===== src/rtl/nh_window_gen.sv =====
// ============================================================================
// Module   : nh_window_gen
// Purpose  : Sliding NH_DIM x NH_DIM window generator over a raster pixel stream.
//            Optional stride-2 decimation when NH_WINDOW_STRIDE2_EN is defined.
// Revision : 1.0 - initial release
// ============================================================================
`default_nettype none

module nh_window_gen #(
  parameter int DATA_W = 8,
  parameter int NH_DIM = 3,
  parameter int IMG_W  = 32,
  parameter int IMG_H  = 32
) (
  input  logic                              clock,
  input  logic                              reset,
  input  logic                              in_valid,
  input  logic                              sof,
  input  logic [DATA_W-1:0]                 shift_in,
  output logic                              dval,
  output logic                              frame_done,
  output logic [DATA_W*NH_DIM*NH_DIM-1:0]   current_nh
);

  localparam int c_col_w = (IMG_W > 1) ? $clog2(IMG_W) : 1;
  localparam int c_row_w = (IMG_H > 1) ? $clog2(IMG_H) : 1;
  localparam logic [c_col_w-1:0] c_col_last  = c_col_w'(IMG_W - 1);
  localparam logic [c_row_w-1:0] c_row_last  = c_row_w'(IMG_H - 1);
  localparam logic [c_col_w-1:0] c_col_first = c_col_w'(NH_DIM - 1);
  localparam logic [c_row_w-1:0] c_row_first = c_row_w'(NH_DIM - 1);
`ifdef NH_WINDOW_STRIDE2_EN
  localparam logic c_par = 1'((NH_DIM - 1) % 2);
`endif

  logic [c_col_w-1:0] r_col, w_col, w_col_nxt;
  logic [c_row_w-1:0] r_row, w_row, w_row_nxt;
  logic               w_last_col, w_last_row, w_in_win, w_emit;
  logic               r_dval, r_fd;

  // r_hist keeps the newest NH_DIM-1 columns; the incoming column completes the window
  logic [DATA_W-1:0] r_hist    [NH_DIM][NH_DIM-1];
  logic [DATA_W-1:0] r_nh      [NH_DIM][NH_DIM];
  logic [DATA_W-1:0] w_win_nxt [NH_DIM][NH_DIM];
  logic [DATA_W-1:0] r_line    [NH_DIM-1][IMG_W];
  logic [DATA_W-1:0] w_line_in [NH_DIM-1];
  logic [DATA_W-1:0] w_head    [NH_DIM];

  // sof forces the current pixel to (0,0) irrespective of the counters
  always_comb begin
    w_col      = sof ? '0 : r_col;
    w_row      = sof ? '0 : r_row;
    w_last_col = (w_col == c_col_last);
    w_last_row = (w_row == c_row_last);
    w_col_nxt  = w_last_col ? '0 : w_col + c_col_w'(1);
    w_row_nxt  = w_last_col ? (w_last_row ? '0 : w_row + c_row_w'(1)) : w_row;
    w_in_win   = (w_row >= c_row_first) && (w_col >= c_col_first);
`ifdef NH_WINDOW_STRIDE2_EN
    w_emit     = w_in_win && (w_row[0] == c_par) && (w_col[0] == c_par);
`else
    w_emit     = w_in_win;
`endif
  end

  for (genvar r = 0; r < NH_DIM; r++) begin : g_head
    if (r == NH_DIM - 1) begin : g_top
      assign w_head[r] = shift_in;
    end else begin : g_buf
      assign w_head[r] = r_line[NH_DIM-2-r][IMG_W-1];
    end
  end

  for (genvar k = 0; k < NH_DIM - 1; k++) begin : g_line
    if (k == 0) begin : g_first
      assign w_line_in[k] = shift_in;
    end else begin : g_chain
      assign w_line_in[k] = r_line[k-1][IMG_W-1];
    end
  end

  always_comb begin
    for (int r = 0; r < NH_DIM; r++) begin
      for (int c = 0; c < NH_DIM - 1; c++) begin
        w_win_nxt[r][c] = r_hist[r][c];
      end
      w_win_nxt[r][NH_DIM-1] = w_head[r];
    end
  end

  always_ff @(posedge clock or negedge reset) begin
    if (!reset) begin
      r_row  <= '0;
      r_col  <= '0;
      r_dval <= 1'b0;
      r_fd   <= 1'b0;
      for (int r = 0; r < NH_DIM; r++) begin
        for (int c = 0; c < NH_DIM - 1; c++) r_hist[r][c] <= '0;
        for (int c = 0; c < NH_DIM; c++)     r_nh[r][c]   <= '0;
      end
      for (int k = 0; k < NH_DIM - 1; k++) begin
        for (int i = 0; i < IMG_W; i++) r_line[k][i] <= '0;
      end
    end else begin
      r_dval <= in_valid && w_emit;
      r_fd   <= in_valid && w_last_col && w_last_row;
      if (in_valid) begin
        r_col <= w_col_nxt;
        r_row <= w_row_nxt;
        for (int r = 0; r < NH_DIM; r++) begin
          for (int c = 0; c < NH_DIM - 1; c++) r_hist[r][c] <= w_win_nxt[r][c+1];
        end
        if (w_emit) r_nh <= w_win_nxt;
        for (int k = 0; k < NH_DIM - 1; k++) begin
          r_line[k][0] <= w_line_in[k];
          for (int i = 1; i < IMG_W; i++) r_line[k][i] <= r_line[k][i-1];
        end
      end
    end
  end

  assign dval       = r_dval;
  assign frame_done = r_fd;

  for (genvar r = 0; r < NH_DIM; r++) begin : g_out_r
    for (genvar c = 0; c < NH_DIM; c++) begin : g_out_c
      assign current_nh[(r*NH_DIM+c)*DATA_W +: DATA_W] = r_nh[r][c];
    end
  end

endmodule

`default_nettype wire


===== config.mk =====
export PLATFORM = sky130hd
export DESIGN_NAME = nh_window_gen
export DESIGN_NICKNAME = d
export VERILOG_FILES = /design/src/rtl/nh_window_gen.sv
export SDC_FILE = /design/constraint.sdc
export NUM_CORES = 1
export LEC_CHECK = 0
export ABC_AREA = 1
export CORE_UTILIZATION = 60
export CTS_CLUSTER_DIAMETER = 150
export DETAILED_ROUTE_END_ITERATION = 8
export GPL_TIMING_DRIVEN = 0
export PLACE_DENSITY = 0.82
export REMOVE_ABC_BUFFERS = 1
export SYNTH_ARGS = -nofsm -noshare
export SYNTH_HDL_FRONTEND = slang
export SYNTH_SLANG_ARGS = --single-unit

===== constraint.sdc =====
create_clock -name clock -period 4.35 [get_ports clock]
set_clock_uncertainty 0.1 [all_clocks]
set_input_delay 0.87 -clock clock [delete_from_list [all_inputs] [get_ports clock]]
set_output_delay 0.87 -clock clock [all_outputs]
set_load 0.01 [all_outputs]

==> flow_results.org <==
** CTS
- The cell sitting at the root of the clock tree is a sky130_fd_sc_hd__clkbuf_16.
- Post-CTS sizing :: 0
- The clock net in this run drives a total of 612 sinks.
- After clock tree synthesis, the clock-pin slew on the worst setup and hold paths is 60 ps.
- TritonCTS built the clock tree.
- In this run the number of H-tree levels came out at 2.
- Latest clock arrival within the worst-skew pair :: 590 ps
- After clock tree synthesis, the flow added hold-fix buffers numbering 0.
- Counting the buffers created by CTS gives between 50 and 60.
- The longest clock path from root to sink contains 3 buffers.
- Post-CTS Repair Setup Buffers :: 0

** Final layout
- Summing all flip-flop and latch instances after layout gives roughly 15000 um2.
- The post-route netlist has 4.50% of its cells at a drive strength greater than 1.
- The library cell used most frequently in the layout, excluding fill and tap cells, is sky130_fd_sc_hd__nand2_1.
- The library cells used most frequently in the layout, excluding fill and tap cells, are sky130_fd_sc_hd__nand2_1, sky130_fd_sc_hd__dfrtp_1, sky130_fd_sc_hd__clkdlybuf4s50_1.
- Area added between synthesis and finish :: 14.7%
- After filler insertion, the fill cell instance count of the layout stands at between 2000 and 3000.
- Post-layout nets :: about 2700
- Final Instance Area :: between 20000 and 30000 um2
- The repair_antennas step left the layout with diodes totalling 0.
- Area of combinational cells with multiple inputs :: 7170 um2

** Synthesis
- After technology mapping, the gate count stands at 2624.
- The Yosys step of the flow raised 0 warnings.
- In the post-synthesis netlist, the biggest area contributors are sky130_fd_sc_hd__dfrtp_1, sky130_fd_sc_hd__nand2_1, sky130_fd_sc_hd__clkbuf_1.
- The synthesized design devotes to its leading area cell type 66.3% of total area.
- Sequential share of the synthesized area :: 66.3%
- FF+latch count, synth :: a little over 600
- Biggest area consumer among synthesized cells :: sky130_fd_sc_hd__dfrtp_1
- Count of distinct cell types in the synthesized netlist :: 19
- Summing every instance area after synthesis gives 23100 um2.
- Per-instance average area after synthesis :: just under 9 um2

** Drt
- DRT Pass-1 Iters :: 5
- After detailed routing, the average wire length per cell comes to 12.7 um.
- In the routed layout, each cell is associated on average with a via count of 5.05.
- The final route contains about 16000 vias.
- Starting DRC count in detailed routing :: 1178
- The detail route stage leaves a number of antenna-violating nets equal to 0.
- Wires add up to slightly above 40000 um.
- After detailed routing, the number of remaining DRC violations is 0.

** GRT
- The initial antenna violation count is 0.
- For this run the aggregate overflow at the end of global routing stands at 0.
- The first global-routing pass estimated 71500 um of wire.
- Via count of the first global-routing pass :: 15966
- Global-route total usage across every layer :: 21.9%
- Maximum number of pins on one net before global-route repair :: 170

** Floorplan
- The die is between 150 and 200 um tall.
- Area of the core :: between 30000 and 40000 um2
- Total Die Area :: ~39000 um2
- In this run the count of I/O pins placed on the die edge is 86.
- The initial utilization of the core area, before any placement, comes to 61.2%.
- Row generation in the floorplan step produced 71 rows.
- Measured along the x axis, the die boundary spans about 200 um.

** Flow run
- MaxCap Viol Count :: 0

** Pwr
- In this run, the combinational gates consume between 6 and 7% of the power.
- The analysis attributes to cell leakage a power of 15.0 nW.
- Post-route total power :: 0.0124 W
- Internal power comes to 0.00958 W.
- Switching share of total power :: 22.9%
- Total power divided by cell area :: 469 nW/um2
- The share of total power dissipated in sequential elements is 50.8%.
- The worst-case IR drop observed on VDD is between 300 and 400 uV.
- Switching pwr :: between 0.002 and 0.003 W
- Clock share of power :: 42.3%

** Worst setup path
- On the critical path, the stage with the largest delay is an instance of sky130_fd_sc_hd__clkdlybuf4s50_1.
- STA puts the critical path data arrival time at 3800 ps.
- Data required time at the worst endpoint :: between 4000 and 5000 ps
- The worst setup path is launched from an input pin.
- Most common cell on crit path :: sky130_fd_sc_hd__nand2_1
- In this run the worst path has a maximum fanout of 41.
- Critical path capture point type :: flop
- Cell-by-cell listing of the critical path :: clkdlybuf4s50_1, inv_2, nand2_1, ha_1, a21oi_1, nand3_4, buf_12, nand3_4, buf_12, nand2_1, nand2_1
- The critical path is of the input pin to flop type.
- Together, buffers and inverters on the worst path number 4.
- For this run, the slowest stage of the critical path takes 530 ps.
- Top Family by Delay on Critical Path :: buffers and inverters

** Timing
- Of the available clock period, the critical path in the final layout requires between 70% and 80%.
- For the finished layout, the period the worst path requires is ~3400 ps.
- The count of endpoints failing hold in the final timing report is 0.
- Measured against its own limit, the worst slew margin works out to 53.8%.
- For the pin with the worst max-slew slack, the measured transition is 694 ps.
- Setup violations remaining at the end of the flow were counted as 0.
- Worst hold slack :: 105 ps
- Timing would allow up to 297 MHz.
- Setup repair after global routing left no endpoint under its margin.
- The max-slew violation count is 0.

** Hold path
- Path class of the lowest-slack min-delay path :: input pin to async pin

** Placed design
- The count of buffers added on input and output ports is 85.
- The congestion estimate from routability-driven global placement came to 0.721.
- After detailed placement, the total cell area comes to between 20000 and 25000 um2.
- Detailed placement ended at an HPWL of between 20000 and 25000 um.

** Run status
- Result of the run :: finished, final reports clean
-- worst register-to-register path, delay by kind of cell, from the launching register on --
kind | cells | cell delay [ps]
compound gates | 1 | 220
buf+inv | 3 | 680
flops | 1 | 410
simple gates | 5 | 1030
fa+ha+maj | 1 | 200
-- area by class of cell --
class,instances,share of cell area (%)
clock buffers,88,6.78
clock inverters,19,0.963
inverters,20,0.312
multi-input cells,1850,27.1
flip-flops and latches,612,57.8
well taps,511,2.41
repair buffers,100,4.69
-- state kept, by name (all words and copies together) (netlist names) --
signal / cells
dval: 1
r_hist: 16
r_line: 512
frame_done: 1
r_col: 5
current_nh: 72
r_row: 5
-- path summary, 6_finish.rpt --
check	start	endpoint	slack, ps	depth (start not counted)
max	sof	current_nh[52]	990	11
min	reset	r_line[155]	110	1
max reg2reg	r_col[1]	current_nh[52]	1650	10
min reg2reg	r_line[334]	r_line[326]	360	2
max in group asynchronous	reset	r_line[246]	2260	4
min in group clock	r_line[334]	r_line[326]	360	2
-- per-layer routing --
layer,routed length (um),vias to the layer above,GRT usage [%],part of all wire (%)
met4,631,0,5.66,1.6
met1,18200,7873,27.9,45
met5,0,-,0,0
met2,20200,233,38.5,50
met3,1470,56,4.05,3.6
li1,-,7982,-,-
-- cell families (layout without fill, tap and decap cells) --
family | Yosys count | in the layout | synth area share (%)
fa+ha+maj | 4 | 4 | 0.217
compound gates | 33 | 33 | 0.747
buf+inv | 162 | 227 | 2.82
simple gates | 1813 | 1813 | 30.0
flops | 612 | 612 | 66.3
-- stage by stage --
| stage | cells | setup slack [ps] | util [%] | TNS (ps) |
|---|---|---|---|---|
| final | 3200 | 987 | 70.2 | 0 |
| after detailed placement | 3093 | 387 | 64.8 | 0 |
| after CTS | 3200 | 987 | 70.2 | 0 |
| after global routing | 3200 | 748 | 70.2 | 0 |
| after floorplan | 2482 | -3010 | - | -674350 |
| after global placement | 3078 | -39830 | 63.6 | - |
-- power by group through the flow --
stage / sequential (W) / combinational, W / clock [W]
4_1_cts: 0.00630 / 0.000879 / 0.00539
5_1_grt: 0.00635 / 0.000992 / 0.00560
3_3_place_gp: 0.00641 / 0.000835 / 0
2_1_floorplan: 0.00637 / 0.000412 / 0
3_5_place_dp: 0.00640 / 0.000869 / 0
6_report: 0.00631 / 0.000857 / 0.00526
-- synthesized netlist by cell type --
cell type                  instances
sky130_fd_sc_hd__nand2_1        1719
sky130_fd_sc_hd__nor3_1            1
sky130_fd_sc_hd__buf_2            11
sky130_fd_sc_hd__buf_1            12
sky130_fd_sc_hd__clkbuf_1        111
sky130_fd_sc_hd__o22ai_1           3
sky130_fd_sc_hd__nand3_2           2
sky130_fd_sc_hd__a21oi_2           1
sky130_fd_sc_hd__nand3_1          79
sky130_fd_sc_hd__o21ai_1           3
sky130_fd_sc_hd__buf_4             8
sky130_fd_sc_hd__a21oi_1           3
sky130_fd_sc_hd__inv_1            18
sky130_fd_sc_hd__nor2_1           10
sky130_fd_sc_hd__nand4_1           2
sky130_fd_sc_hd__dfrtp_1         612
sky130_fd_sc_hd__inv_2             2
sky130_fd_sc_hd__o21ai_0          23
sky130_fd_sc_hd__ha_1              4
Power figures use the tool's default switching activity.
